[config.mk]
export PLATFORM = sky130hd
export DESIGN_NAME = riscv_wb_queue
export DESIGN_NICKNAME = d
export VERILOG_FILES = /design/src/rtl/riscv_wb_queue.sv
export SDC_FILE = /design/constraint.sdc
export NUM_CORES = 1
export LEC_CHECK = 0
export ABC_AREA = 1
export BUFFER_PORTS_ARGS = -buffer_cell sky130_fd_sc_hd__buf_2
export CORE_UTILIZATION = 36
export DETAILED_ROUTE_END_ITERATION = 6
export REMOVE_ABC_BUFFERS = 1
export SLEW_MARGIN = 10
export SYNTH_ARGS = -nofsm -noshare
export SYNTH_HDL_FRONTEND = slang
export SYNTH_SLANG_ARGS = --single-unit
[constraint.sdc]
create_clock -name clk -period 5.1 [get_ports clk]
set_input_delay 1.02 -clock clk [delete_from_list [all_inputs] [get_ports clk]]
set_output_delay 1.02 -clock clk [all_outputs]
set_load 0.05 [all_outputs]
[src/rtl/riscv_wb_queue.sv]
// In-order write-back queue between the dual-issue retire stage and the single
// register file write port, with two bypass lookup ports over pending entries.
module riscv_wb_queue #(
  parameter int DEPTH = 4
) (
  input  logic                       clk,
  input  logic                       rst_n,
  input  logic                       s0_valid,
  input  logic [4:0]                 s0_rd,
  input  logic [31:0]                s0_data,
  input  logic                       s1_valid,
  input  logic [4:0]                 s1_rd,
  input  logic [31:0]                s1_data,
  output logic                       in_ready,
  output logic                       wb_wr_en,
  output logic [4:0]                 wb_rd_addr,
  output logic [31:0]                wb_rd_data,
  input  logic [4:0]                 lk_a_addr,
  output logic                       lk_a_hit,
  output logic [31:0]                lk_a_data,
  input  logic [4:0]                 lk_b_addr,
  output logic                       lk_b_hit,
  output logic [31:0]                lk_b_data,
  output logic [$clog2(DEPTH+1)-1:0] count,
  output logic                       overflow_err
);

  localparam int PW = $clog2(DEPTH);
  localparam int CW = $clog2(DEPTH+1);

  // Handshake: both slots are accepted in a cycle only when in_ready is high at
  // the rising edge; in_ready depends on registered occupancy alone, so a valid
  // presented while it is low is dropped and flagged in overflow_err.

  logic [PW-1:0] head_q, head_d, tail_q, tail_d, tail1;
  logic [CW-1:0] count_q, count_d;
  logic          overflow_q, overflow_d;
  logic [4:0]    rd_mem_q   [DEPTH];
  logic [31:0]   data_mem_q [DEPTH];
  logic          push0, push1, pop;

  assign in_ready = (count_q <= CW'(DEPTH - 2));
  assign push0    = in_ready && s0_valid && (s0_rd != 5'd0);
  assign push1    = in_ready && s1_valid && (s1_rd != 5'd0);
  assign pop      = (count_q != '0);
  // slot1 lands right behind slot0, or in slot0's place when slot0 was not pushed
  assign tail1    = tail_q + PW'(push0);

  assign head_d     = head_q + PW'(pop);
  assign tail_d     = tail1 + PW'(push1);
  assign count_d    = count_q + CW'(push0) + CW'(push1) - CW'(pop);
  assign overflow_d = overflow_q || (!in_ready && (s0_valid || s1_valid));

  always_ff @(posedge clk or negedge rst_n) begin
    if (!rst_n) begin
      head_q     <= '0;
      tail_q     <= '0;
      count_q    <= '0;
      overflow_q <= 1'b0;
    end else begin
      head_q     <= head_d;
      tail_q     <= tail_d;
      count_q    <= count_d;
      overflow_q <= overflow_d;
    end
  end

  // Storage needs no reset: only entries below count_q are ever observed.
  always_ff @(posedge clk) begin
    if (push0) begin
      rd_mem_q[tail_q]   <= s0_rd;
      data_mem_q[tail_q] <= s0_data;
    end
    if (push1) begin
      rd_mem_q[tail1]   <= s1_rd;
      data_mem_q[tail1] <= s1_data;
    end
  end

  assign wb_wr_en     = pop;
  assign wb_rd_addr   = pop ? rd_mem_q[head_q]   : 5'd0;
  assign wb_rd_data   = pop ? data_mem_q[head_q] : 32'd0;
  assign count        = count_q;
  assign overflow_err = overflow_q;

  // Scan oldest to youngest so the last match wins, giving the youngest value.
  always_comb begin
    logic [PW-1:0] idx;
    logic          occ;
    idx       = '0;
    occ       = 1'b0;
    lk_a_hit  = 1'b0;
    lk_a_data = 32'd0;
    lk_b_hit  = 1'b0;
    lk_b_data = 32'd0;
    for (int i = 0; i < DEPTH; i++) begin
      idx = head_q + PW'(i);
      occ = (CW'(i) < count_q);
      if (occ && (lk_a_addr != 5'd0) && (rd_mem_q[idx] == lk_a_addr)) begin
        lk_a_hit  = 1'b1;
        lk_a_data = data_mem_q[idx];
      end
      if (occ && (lk_b_addr != 5'd0) && (rd_mem_q[idx] == lk_b_addr)) begin
        lk_b_hit  = 1'b1;
        lk_b_data = data_mem_q[idx];
      end
    end
  end

endmodule

Word level (Yosys, flattened, before mapping):

Memory sizes are Yosys's and may differ from the RTL's.
Index checks and enable logic that the tools add are counted.

* output and inout port bits: 109
* word-level logic and storage cells: 79
* bits in writable memories: 148
* memories kept: 2
* flip-flop bits (word level): 8

* $lt $le $gt $ge: 5
* mux-type cells: 22
* add/sub/neg operators: 9
* equal/unequal tests: 8
* reductions and logical operators: 29

Memories
* data_mem_q: depth 4, width 32, read ports 4, clocked after memory_dff 0, write ports 2, line 39 `logic [31:0] data_mem_q [DEPTH];`
* rd_mem_q: depth 4, width 5, read ports 4, clocked after memory_dff 0, write ports 2, line 38 `logic [4:0] rd_mem_q [DEPTH];`

Operators by type and width (number)
* $mux W32: 9
* $eq A5 B5 Y1: 8
* $logic_and A1 B1 Y1: 21
* $reduce_bool A5 Y1: 4
* $mux W1: 12
* $add A2 B1 Y2: 3
* $add A3 B1 Y3: 2
* $lt A1 B3 Y1 const A: 2
* $lt A2 B3 Y1 const A: 2
* $mux W5: 1
* $add A2 B2 Y2 const B: 2
* $le A3 B2 Y1 const B: 1
* $reduce_bool A3 Y1: 1
* $sub A3 B1 Y3: 1
* $add A2 B1 Y2 const B: 1
* $logic_or A1 B1 Y1: 2
* $logic_not A1 Y1: 1

Longest topological paths before layout:

* depth in word-level cells: 7
* gate-level depth with buffers: 17
* depth with buffers taken out: 14

Worst setup path before layout:

OpenSTA, ideal clock, no wires.

* path type: register to register
* from: reg count_q[1] (netlist: count[1])
* to: mem data_mem_q[2][0] (enable)
* setup slack: -296 ps
* stages on the path, launching flop included: 6
* arrival time: 4913 ps
* cell sequence: dfrtp_1 -> inv_1 -> o31ai_2 -> nand3_1 -> or2_2 -> o21ai_0

RTL lines
* start: declaration: line 36 `logic [CW-1:0] count_q, count_d;`
* start signal: assignment: line 63 `count_q <= count_d;`
* end: declaration: line 39

Worst setup path in the final report:

* from: reg head_q[0]
* to: out lk_b_data[3]

* longest elaborated chain between the ends: 7

RTL lines
* start: declaration: line 35 `logic [PW-1:0] head_q, head_d, tail_q, tail_d, tail1;`
* start signal: assignment: line 56 `head_q <= '0;`
* start signal: assignment: line 61 `head_q <= head_d;`
* $add A2 B1 Y2 or $mem_v2 Z4 W5 (tied branches)
* $mem_v2 Z4 W5 or $eq A5 B5 Y1 (tied branches)
* $eq A5 B5 Y1 or $logic_and A1 B1 Y1 (tied branches): line 103 `if (occ && (lk_b_addr != 5'd0) && (rd_mem_q[idx] == lk_b_addr)) begin`
* $logic_and A1 B1 Y1 or $mux W32 (tied branches): line 103
* $mux W32 (2 in series): line 103
* $mux W32 *: line 103
* end: declaration: line 23 `output logic [31:0] lk_b_data,`

Mark *: on every way between the ends. The rest lies on a longest branch, timed or not.

==> metrics list <==
* Outcome: completed
- Counting tap cells, the placed design contains a total of about 2.8k instances.
- Summed over all layers, the routed wires come to 47.5 mm.
- Area of the mapped netlist: ~14000 um2
* RR Endpoint: data_mem_q[3][22]
- At the pin with the least slew margin, the transition time is roughly 1200 ps.
- Part of the Yosys area used for sequential elements: approximately a third
- First-pass GRT wire length: roughly 74 mm
* Via count: around 15k
- The number of antenna violations at the first check in global routing is 2.
- Number of primary I/O pins: roughly 200
- Depth of the worst register-to-register path: 12
- HPWL reported at the end of detailed placement: 33.4 mm
* Mean Syn Cell Area: roughly 6 um2
* Area post-placement: 15100 um2
- Biggest fanout along the worst timing path: 28
* Final Cycle Share: a little over nine tenths
- The worst setup path is captured at an output pin.
- The repair_antennas step left the layout with diodes totalling 0.
* Detail-routed net length per standard cell: 16.6 um
- In this run the register-to-register setup slack is between 1000 and 1500 ps.
- From left edge to right edge, the die measures around 200 um.
- Effective utilization at floorplan: 36.6%
- The worst setup path is launched from a register.
- Clock tree from TritonCTS: yes
- Number of different library cells in the post-synthesis netlist: 29
- In this run the deepest clock path goes through 2 buffers.
- CTS buffer count: 17
- The net count of the finished layout is around 2.4k.
* Setup TNS after final layout: 0 ps
- Synthesis-to-layout area growth: 13.4%
- Max-cap violations in this run came to 0.
- Gate count after technology mapping: 2244
- In this run the critical register-to-register path is launched from count[2].
- RSZ-0062 raised after global routing: false
* Maximum achievable frequency: approximately 0.21 GHz
- Standard cell core area: between 30000 and 40000 um2
- The initialized floorplan defines roughly 70 standard-cell rows.
- Data arrives at the worst endpoint at about 3800 ps.
* Number of sinks driven by the clock tree: about 160
- Routed via count divided by cell count: approximately 5.1
* Data required time at the worst endpoint: ~4100 ps
- Number of non-filler instances in the completed layout: approximately 2.9k
- Entering global routing, the biggest net connects roughly 120 pins.
- Final Hold Viols: 0
* Post-route cell area: about 16000 um2
- The number of global-route vias before repair is approximately 13k.
- Shortest period the worst path allows: slightly below 5000 ps
- The H-tree generated during clock tree synthesis spans 4 levels.
* Input/output buffers: between 150 and 200
- After the first detailed-routing iteration, the DRC count stood at between 1k and 1.5k.
- The total overflow left after global routing is 0.
- Relative slew slack: between 20% and 30%
- Counting flops and latches in the post-synthesis netlist gives between 150 and 200.
* Total of warnings raised by yosys: 0
- The count of final max-slew check failures is 0.
* Router iterations before antenna repair: 6
- Final core occ: between 40% and 50%
- Clock latency on the worst-skew pair: around 450 ps
* Count of final setup violators: 0
* Detailed-route DRC error count: 0
- Filler cell count in the final layout: approximately 4.1k
- Setup Crit Path Kind: register to output pin
- Share of post-route cells with drive strength above 1: ~13%
- Residual antenna-violating net count after detailed routing: 0
* Hold/Removal Path Class: primary input to asynchronous set/reset pin
- After clock tree synthesis, the clock-pin slew on the worst setup and hold paths is about 70 ps.
* Cell at the root of the clock tree: sky130_fd_sc_hd__clkbuf_16
- Across every metal layer, demand over resource in global routing totals approximately 25%.
- The clock arrives with 10.9 ps of skew.
- Die Height: between 150 and 200 um
* Total Die Area: approximately 39000 um2
* Final weighted congestion in routability-driven placement: between 0.9 and 1
per-stage QoR:
stage | setup WS [ps] | hold slack (ps)
floorplan | -4680 | 645
global placement | 645 | 454
detailed placement | 660 | 465
CTS | 248 | 418
global route | 17.8 | 420
finish | 259 | 414
worst max-delay path, cell delays in order, from the launching register on:
cell                      delay (ps)
sky130_fd_sc_hd__dfrtp_4         510
sky130_fd_sc_hd__inv_2           290
sky130_fd_sc_hd__nand2_1         150
sky130_fd_sc_hd__nand2_4         230
sky130_fd_sc_hd__buf_4           350
sky130_fd_sc_hd__nand2_1          90
sky130_fd_sc_hd__o21ai_1         120
sky130_fd_sc_hd__nor2_1          100
sky130_fd_sc_hd__nor2_4          130
sky130_fd_sc_hd__nand3_2         490
sky130_fd_sc_hd__buf_4           410
sky130_fd_sc_hd__nand2_1          80
sky130_fd_sc_hd__nand3_1          70
sky130_fd_sc_hd__nand2_1          80
sky130_fd_sc_hd__nand2_1          60
sky130_fd_sc_hd__buf_2           210
sequential cells by signal, summed over array words and instances (netlist names):
name / cells
count: 3
data_mem_q: 128
head_q: 2
overflow_err: 1
rd_mem_q: 20
tail_q: 2
timing repair:
action | CTS | global route
setup endpoints to repair | 0 | 10
hold buffers | 0 | 0
setup buffers | 0 | 0
gates resized for setup | 0 | 2
placed cells by master, fill, tap and decap left out, types with 33 or more instances in the layout:
cell type / Yosys / layout
sky130_fd_sc_hd__buf_2: 76 / 196
sky130_fd_sc_hd__inv_1: 199 / 199
sky130_fd_sc_hd__nor2_1: 264 / 262
sky130_fd_sc_hd__o21ai_1: 73 / 73
sky130_fd_sc_hd__o21ai_0: 345 / 341
sky130_fd_sc_hd__nand3_1: 129 / 123
sky130_fd_sc_hd__nand2_1: 801 / 801
sky130_fd_sc_hd__buf_4: 14 / 33
sky130_fd_sc_hd__nand4_1: 66 / 66
sky130_fd_sc_hd__edfxtp_1: 148 / 148
worst max-delay path by stage:
stage	from	end	slack, ps	cells after the start
4_1_cts	head_q[1]	lk_b_data[18]	250	12
3_5_place_dp	lk_a_addr[4]	lk_a_data[1]	660	15
5_1_grt	head_q[0]	lk_b_data[0]	20	15
3_3_place_gp	lk_a_addr[4]	lk_a_data[3]	640	15
6_report	head_q[0]	lk_b_data[3]	260	15
2_1_floorplan	head_q[0]	lk_a_hit	-4680	12
kinds of logic after synthesis:
logic type                 share of synthesized area, %
AOI/OAI and AO/OA                                  15.7
xor gates and xnor gates                          0.635
adders and majority gates                         0.835
buffers and inverters                              11.6
DFF                                                33.7
and+or+nand+nor                                    37.5
cell type report:
| type | count | area (um2) | share of cell area (%) |
|---|---|---|---|
| Clock buffer | 17 | 425 | 2.72 |
| Clock inverter | 15 | 138 | 0.880 |
| Inverter | 205 | 769 | 4.92 |
| Multi-Input combinational cell | 1723 | 7730 | 49.4 |
| Sequential cell | 156 | 4650 | 29.7 |
| Tap cell | 511 | 639 | 4.09 |
| Timing Repair Buffer | 233 | 1290 | 8.25 |
synth_stat cells, drive strengths merged:
cell | number | area, um2
a21oi | 5 | 28.8
buf | 113 | 654
clkbuf | 47 | 176
dfrtp | 8 | 200
edfxtp | 148 | 4440
fa | 2 | 40.0
ha | 6 | 75.1
inv | 205 | 769
nand2 | 804 | 3030
nand3 | 134 | 696
nand4 | 66 | 413
nor2 | 269 | 1020
nor3 | 3 | 15.0
o21ai | 421 | 2120
o21bai | 1 | 7.51
o31ai | 1 | 12.5
or2 | 1 | 6.26
xnor2 | 3 | 26.3
xor2 | 7 | 61.3
metal layers:
metal	share of wire, %	GRT usage [%]
met2	45	40.2
met3	7.1	2.76
met5	0.038	0
met1	45	34.0
met4	1.9	7.61
Power is left out: the tool's default activity adds up to more than one toggle a clock period on the data nets, which glitch-free logic cannot reach.
